File: src/rtl/cmp_share_pkg.sv
// Shared types and helpers for the shared-comparator front end.
package cmp_share_pkg;

  typedef enum logic [1:0] {
    IDLE = 2'd0,
    CMP  = 2'd1,
    RESP = 2'd2
  } state_e;

  localparam int NREQ_DEF  = 4;
  localparam int WIDTH_DEF = 4;
  localparam int NREQ_MAX  = 8;

  // First set bit of valid at or after ptr, wrapping modulo nreq; 0 if none set.
  function automatic logic [2:0] rr_pick(input logic [NREQ_MAX-1:0] valid,
                                         input int unsigned          nreq,
                                         input logic [2:0]           ptr);
    logic [2:0]  pick;
    logic        found;
    int unsigned idx;
    pick  = '0;
    found = 1'b0;
    for (int unsigned k = 0; k < NREQ_MAX; k++) begin
      idx = (int'(ptr) + k) % nreq;
      if (!found && (k < nreq) && valid[idx[2:0]]) begin
        pick  = idx[2:0];
        found = 1'b1;
      end
    end
    return pick;
  endfunction

endpackage

File: src/rtl/cmp_share_ctrl_rr_arbiter.sv
// Combinational round-robin arbiter: one-hot grant starting the search at ptr.
module rr_arbiter
  import cmp_share_pkg::*;
#(
  parameter int NREQ = NREQ_DEF,
  parameter int IDW  = 2
) (
  input  logic [NREQ-1:0] req,
  input  logic [IDW-1:0]  ptr,
  output logic [NREQ-1:0] grant,
  output logic [IDW-1:0]  grant_id,
  output logic            any_req
);

  logic [NREQ_MAX-1:0] req_ext;
  logic [2:0]          ptr_ext;
  logic [2:0]          pick;

  always_comb begin
    req_ext             = '0;
    req_ext[NREQ-1:0]   = req;
    ptr_ext             = 3'(ptr);
    pick                = rr_pick(req_ext, NREQ, ptr_ext);
    grant_id            = pick[IDW-1:0];
    any_req             = |req;
    grant               = '0;
    if (any_req) grant[grant_id] = 1'b1;
  end

endmodule

File: src/rtl/cmp_share_ctrl.sv
// Arbitrates NREQ requesters onto one unsigned magnitude comparator and returns tagged results.
module cmp_share_ctrl
  import cmp_share_pkg::*;
#(
  parameter int NREQ  = NREQ_DEF,
  parameter int WIDTH = WIDTH_DEF,
  parameter int IDW   = 2
) (
  input  logic                  clk,
  input  logic                  rst,
  input  logic [NREQ-1:0]       req_valid,
  output logic [NREQ-1:0]       req_ready,
  input  logic [NREQ*WIDTH-1:0] req_a,
  input  logic [NREQ*WIDTH-1:0] req_b,
  output logic                  rsp_valid,
  input  logic                  rsp_ready,
  output logic [IDW-1:0]        rsp_id,
  output logic                  rsp_greater,
  output logic                  rsp_lesser,
  output logic                  rsp_equal,
  output logic                  busy
);

  state_e               state_q, state_d;
  logic [IDW-1:0]       rr_ptr_q, rr_ptr_d;
  logic [IDW-1:0]       id_q, id_d;
  logic                 gt_q, gt_d, lt_q, lt_d, eq_q, eq_d;
  logic                 rsp_valid_q, rsp_valid_d;
  logic                 busy_q, busy_d;
  logic [WIDTH-1:0]     op_a_q, op_a_d, op_b_q, op_b_d;

  logic [NREQ-1:0]      grant;
  logic [IDW-1:0]       grant_id;
  logic                 any_req;

  rr_arbiter #(.NREQ(NREQ), .IDW(IDW)) u_arb (
    .req      (req_valid),
    .ptr      (rr_ptr_q),
    .grant    (grant),
    .grant_id (grant_id),
    .any_req  (any_req)
  );

  // Grants are only offered while idle so a request can never be accepted mid-transaction.
  assign req_ready   = (state_q == IDLE) ? grant : '0;
  assign rsp_valid   = rsp_valid_q;
  assign rsp_id      = id_q;
  assign rsp_greater = gt_q;
  assign rsp_lesser  = lt_q;
  assign rsp_equal   = eq_q;
  assign busy        = busy_q;

  always_comb begin
    state_d     = state_q;
    rr_ptr_d    = rr_ptr_q;
    id_d        = id_q;
    gt_d        = gt_q;
    lt_d        = lt_q;
    eq_d        = eq_q;
    rsp_valid_d = rsp_valid_q;
    op_a_d      = op_a_q;
    op_b_d      = op_b_q;
    case (state_q)
      IDLE: begin
        if (any_req) begin
          op_a_d  = req_a[grant_id*WIDTH +: WIDTH];
          op_b_d  = req_b[grant_id*WIDTH +: WIDTH];
          id_d    = grant_id;
          state_d = CMP;
        end
      end
      CMP: begin
        gt_d        = (op_a_q > op_b_q);
        lt_d        = (op_a_q < op_b_q);
        eq_d        = (op_a_q == op_b_q);
        rsp_valid_d = 1'b1;
        state_d     = RESP;
      end
      RESP: begin
        if (rsp_ready) begin
          rsp_valid_d = 1'b0;
          rr_ptr_d    = (id_q == IDW'(NREQ - 1)) ? '0 : id_q + 1'b1;
          state_d     = IDLE;
        end
      end
      default: state_d = IDLE;
    endcase
    busy_d = (state_d != IDLE);
  end

  always_ff @(posedge clk or posedge rst) begin
    if (rst) begin
      state_q     <= IDLE;
      rr_ptr_q    <= '0;
      id_q        <= '0;
      gt_q        <= 1'b0;
      lt_q        <= 1'b0;
      eq_q        <= 1'b0;
      rsp_valid_q <= 1'b0;
      busy_q      <= 1'b0;
    end else begin
      state_q     <= state_d;
      rr_ptr_q    <= rr_ptr_d;
      id_q        <= id_d;
      gt_q        <= gt_d;
      lt_q        <= lt_d;
      eq_q        <= eq_d;
      rsp_valid_q <= rsp_valid_d;
      busy_q      <= busy_d;
    end
  end

  // Operand registers are pure data and are always overwritten before use.
  always_ff @(posedge clk) begin
    op_a_q <= op_a_d;
    op_b_q <= op_b_d;
  end

endmodule
File: config.mk
export PLATFORM = sky130hd
export DESIGN_NAME = cmp_share_ctrl
export DESIGN_NICKNAME = d
export VERILOG_FILES = /design/src/rtl/cmp_share_pkg.sv /design/src/rtl/cmp_share_ctrl_rr_arbiter.sv /design/src/rtl/cmp_share_ctrl.sv
export SDC_FILE = /design/constraint.sdc
export NUM_CORES = 1
export LEC_CHECK = 0
export ABC_AREA = 0
export CAP_MARGIN = 20
export CORE_MARGIN = 10
export CORE_UTILIZATION = 45
export DETAILED_ROUTE_END_ITERATION = 10
export PLACE_DENSITY = 0.87
export SLEW_MARGIN = 30
export SYNTH_ARGS = -nofsm -noshare
export SYNTH_HDL_FRONTEND = slang
export SYNTH_SLANG_ARGS = --single-unit
File: constraint.sdc
create_clock -name clk -period 4.5 [get_ports clk]
set_input_delay 1.125 -clock clk [delete_from_list [all_inputs] [get_ports clk]]
set_output_delay 1.125 -clock clk [all_outputs]
set_load 0.005 [all_outputs]
==> out/results.tsv <==
metric	value	unit
status	completed	
clock power share	9.7	%
Max transition margin	67.0	%
Chip Width	70.9	um
hold depth	2	
buffers added on ports	49	
FILL cells	201	
pin count of the biggest net entering global routing	22	
Flop pwr share	37.4	%
DR iter-0 viols	31	
Hold Crit Endpoint	rsp_greater	
final setup violation count	0	
final worst path period share	92.9	%
post-synthesis sequential area ratio	44.2	%
number of synthesized flops with an enable pin	8	
first-pass GRT wire length	4760	um
clock sinks	19	
commonest non-fill, non-tap cell in the layout	clkdlybuf4s50_1	
Cell variety after synth	28	
CTS tree	built	
initial antenna violation count	0	
htree depth	1	
CP Class	in -> out	
most frequent cells in the layout	clkdlybuf4s50_1, mux2i_1, dfrtp_1	
measured slew at the worst slew-check pin	0.494	ns
R2R Path Start	rr_ptr_q[0]	
WP data arrival	3.06	ns
Total Power	0.903	mW
syn_nets	148	
register bit total from synthesis	19	
min-delay src	rsp_greater	
Post-synth ARST share	57.9	%
setup_tns	0	ns
starting density of the core	47.1	%
routed len/inst	15.6	um
Die Y	70.9	um
Placed Instance Area	1670	sq um
hold_ws	0.491	ns
CTS max path bufs	2	
Cell Int Power	0.576	mW
crit end category	primary output	
share of the synthesized area in the top cell type	23.6	%
PwrDens	533	nW/um^2
r2r worst-path depth	5	
final instance area	1690	sq um
setup bufs post-CTS	0	
Antenna Cells	0	
Post-Syn Instances	104	
synthesized cell area	1170	sq um
storage element area	515	sq um
Logic pwr share	52.9	%
Worst Setup SP	req_valid[1]	
Ys Warns	0	
ranking of synthesized cells by area	dfrtp_1, mux2i_1, edfxtp_1, ha_1, nand2b_1	
Final GP Congestion	0.723	
Peak VDD IR	0.000342	V
cell taking the most area after synthesis	dfrtp_1	
most frequent CP cell	clkdlybuf4s50_1	
Clock Tree Root	clkbuf_4	
clock buffer count from CTS	3	
Avg Cell Area, Syn	11.2	sq um
Slowest-stage cell, CP	clkdlybuf4s50_1	
Final Hold Viols	0	
Crit path required time	3.38	ns
RR Endpoint	op_b_q[3]	
vias in the first global route	1081	
GR Overflow Total	0	
Clock Skews	0.00195	ns
DRC	0	
Pre-antenna DRT Iters	4	
leak pwr	0.743	nW
nets	201	
CTS resizes	0	
die footprint	5030	sq um
crit-path cells	clkdlybuf4s50_1, nand2b_1, a21oi_1, a211oi_2, nand2_2, nor2_1, clkdlybuf4s50_1	
layout cell share with drive strength beyond 1	7.69	%
fin. max-slew vios	0	
GR Util All Layers	11.4	%
switching power	0.326	mW
Worst-path clk slew	0.10	ns
Rows	18	
CTS Hold Bufs	0	
Worst Path Max Fanout	6	
Critical Path Max Stage Delay	0.52	ns
RSZ-0062 raised after global routing	false	
highest clock rate	0.239	GHz
Routed Antenna Nets	0	
core area	2480	sq um
DR vias	958	
sw frac	36.2	%
dpl hpwl	2440	um
DRT Wirelength	2910	um
Avg Vias per Cell	5.15	
Max Cap Violations	0	
Hold Crit Class	reg -> reg	
Worst R2R Setup Slack	2.75	ns
Period minus WS final	4.18	ns
multi-input logic area	572	sq um
Worst setup SP type	primary input	
Layout area overhead	45.1	%
# IOs	50	
ys flop type	dfrtp_1	
Clock Latency Late Sink	0.30	ns
power by group through the flow:
stage	Sequential, mW	Clock [mW]	Combinational, mW
finish	0.337	0.0878	0.478
global route	0.347	0.0987	0.534
CTS	0.337	0.0910	0.489
detailed placement	0.341	0	0.483
global placement	0.334	0	0.457
floorplan	0.330	0	0.314
routing by layer:
metal  up-vias  wire length (um)  GRT usage, %
met5         -                 0             0
met1       453              1070          10.3
met3         2               180          3.35
met2        31              1630          23.2
met4         0                27          3.23
li1        472                 -             -
metrics by stage:
stage	worst slack [ns]	util, %	std cells
after floorplan	1.40	-	104
after global placement	0.379	67.3	182
after detailed placement	0.316	67.3	182
after CTS	0.315	68.4	186
after global routing	0.204	68.4	186
final	0.318	68.4	186
worst max-delay path, delay by kind of cell:
kind            cells  cell delay (ns)
buf+inv             2             1.04
simple gates        3             0.35
compound gates      2             0.53
synth_stat cells, drive strengths merged (2+ instances only):
| library cell | number |
|---|---|
| mux2i | 24 |
| buf | 3 |
| mux2 | 2 |
| nand2 | 10 |
| nor2b | 2 |
| dfrtp | 11 |
| nand2b | 7 |
| edfxtp | 8 |
| ha | 5 |
| nor2 | 2 |
| o21ai | 4 |
| inv | 10 |
| a21oi | 5 |
sequential cells by signal, summed over array words and instances (netlist names), 2 cells and up:
name,cells
rsp_id,2
op_a_q,4
rr_ptr_q,2
state_q,2
op_b_q,4
kinds of logic (layout without fill, tap and decap cells):
family	Yosys count	in the layout	share of synthesized area, %
mux	26	26	22.5
simple gates	26	26	11.7
flops	19	19	44.2
compound gates	15	15	9.43
buf+inv	13	65	6.86
fa+ha+maj	5	5	5.36
worst max-delay path by stage:
stage	to	cells after the start
floorplan	req_ready[1]	6
finish	req_ready[1]	7
detailed placement	req_ready[1]	7
global placement	req_ready[2]	6
CTS	req_ready[1]	7
global route	req_ready[1]	7
layout make-up:
cell class                      instances  area share (%)
Clock buffer                            4            1.55
Inverter                               10            2.22
Multi-Input combinational cell         72            33.8
Sequential cell                        19            30.4
Tap cell                               30            2.22
Timing Repair Buffer                   51            29.8
(Power assumes the default switching activity.)
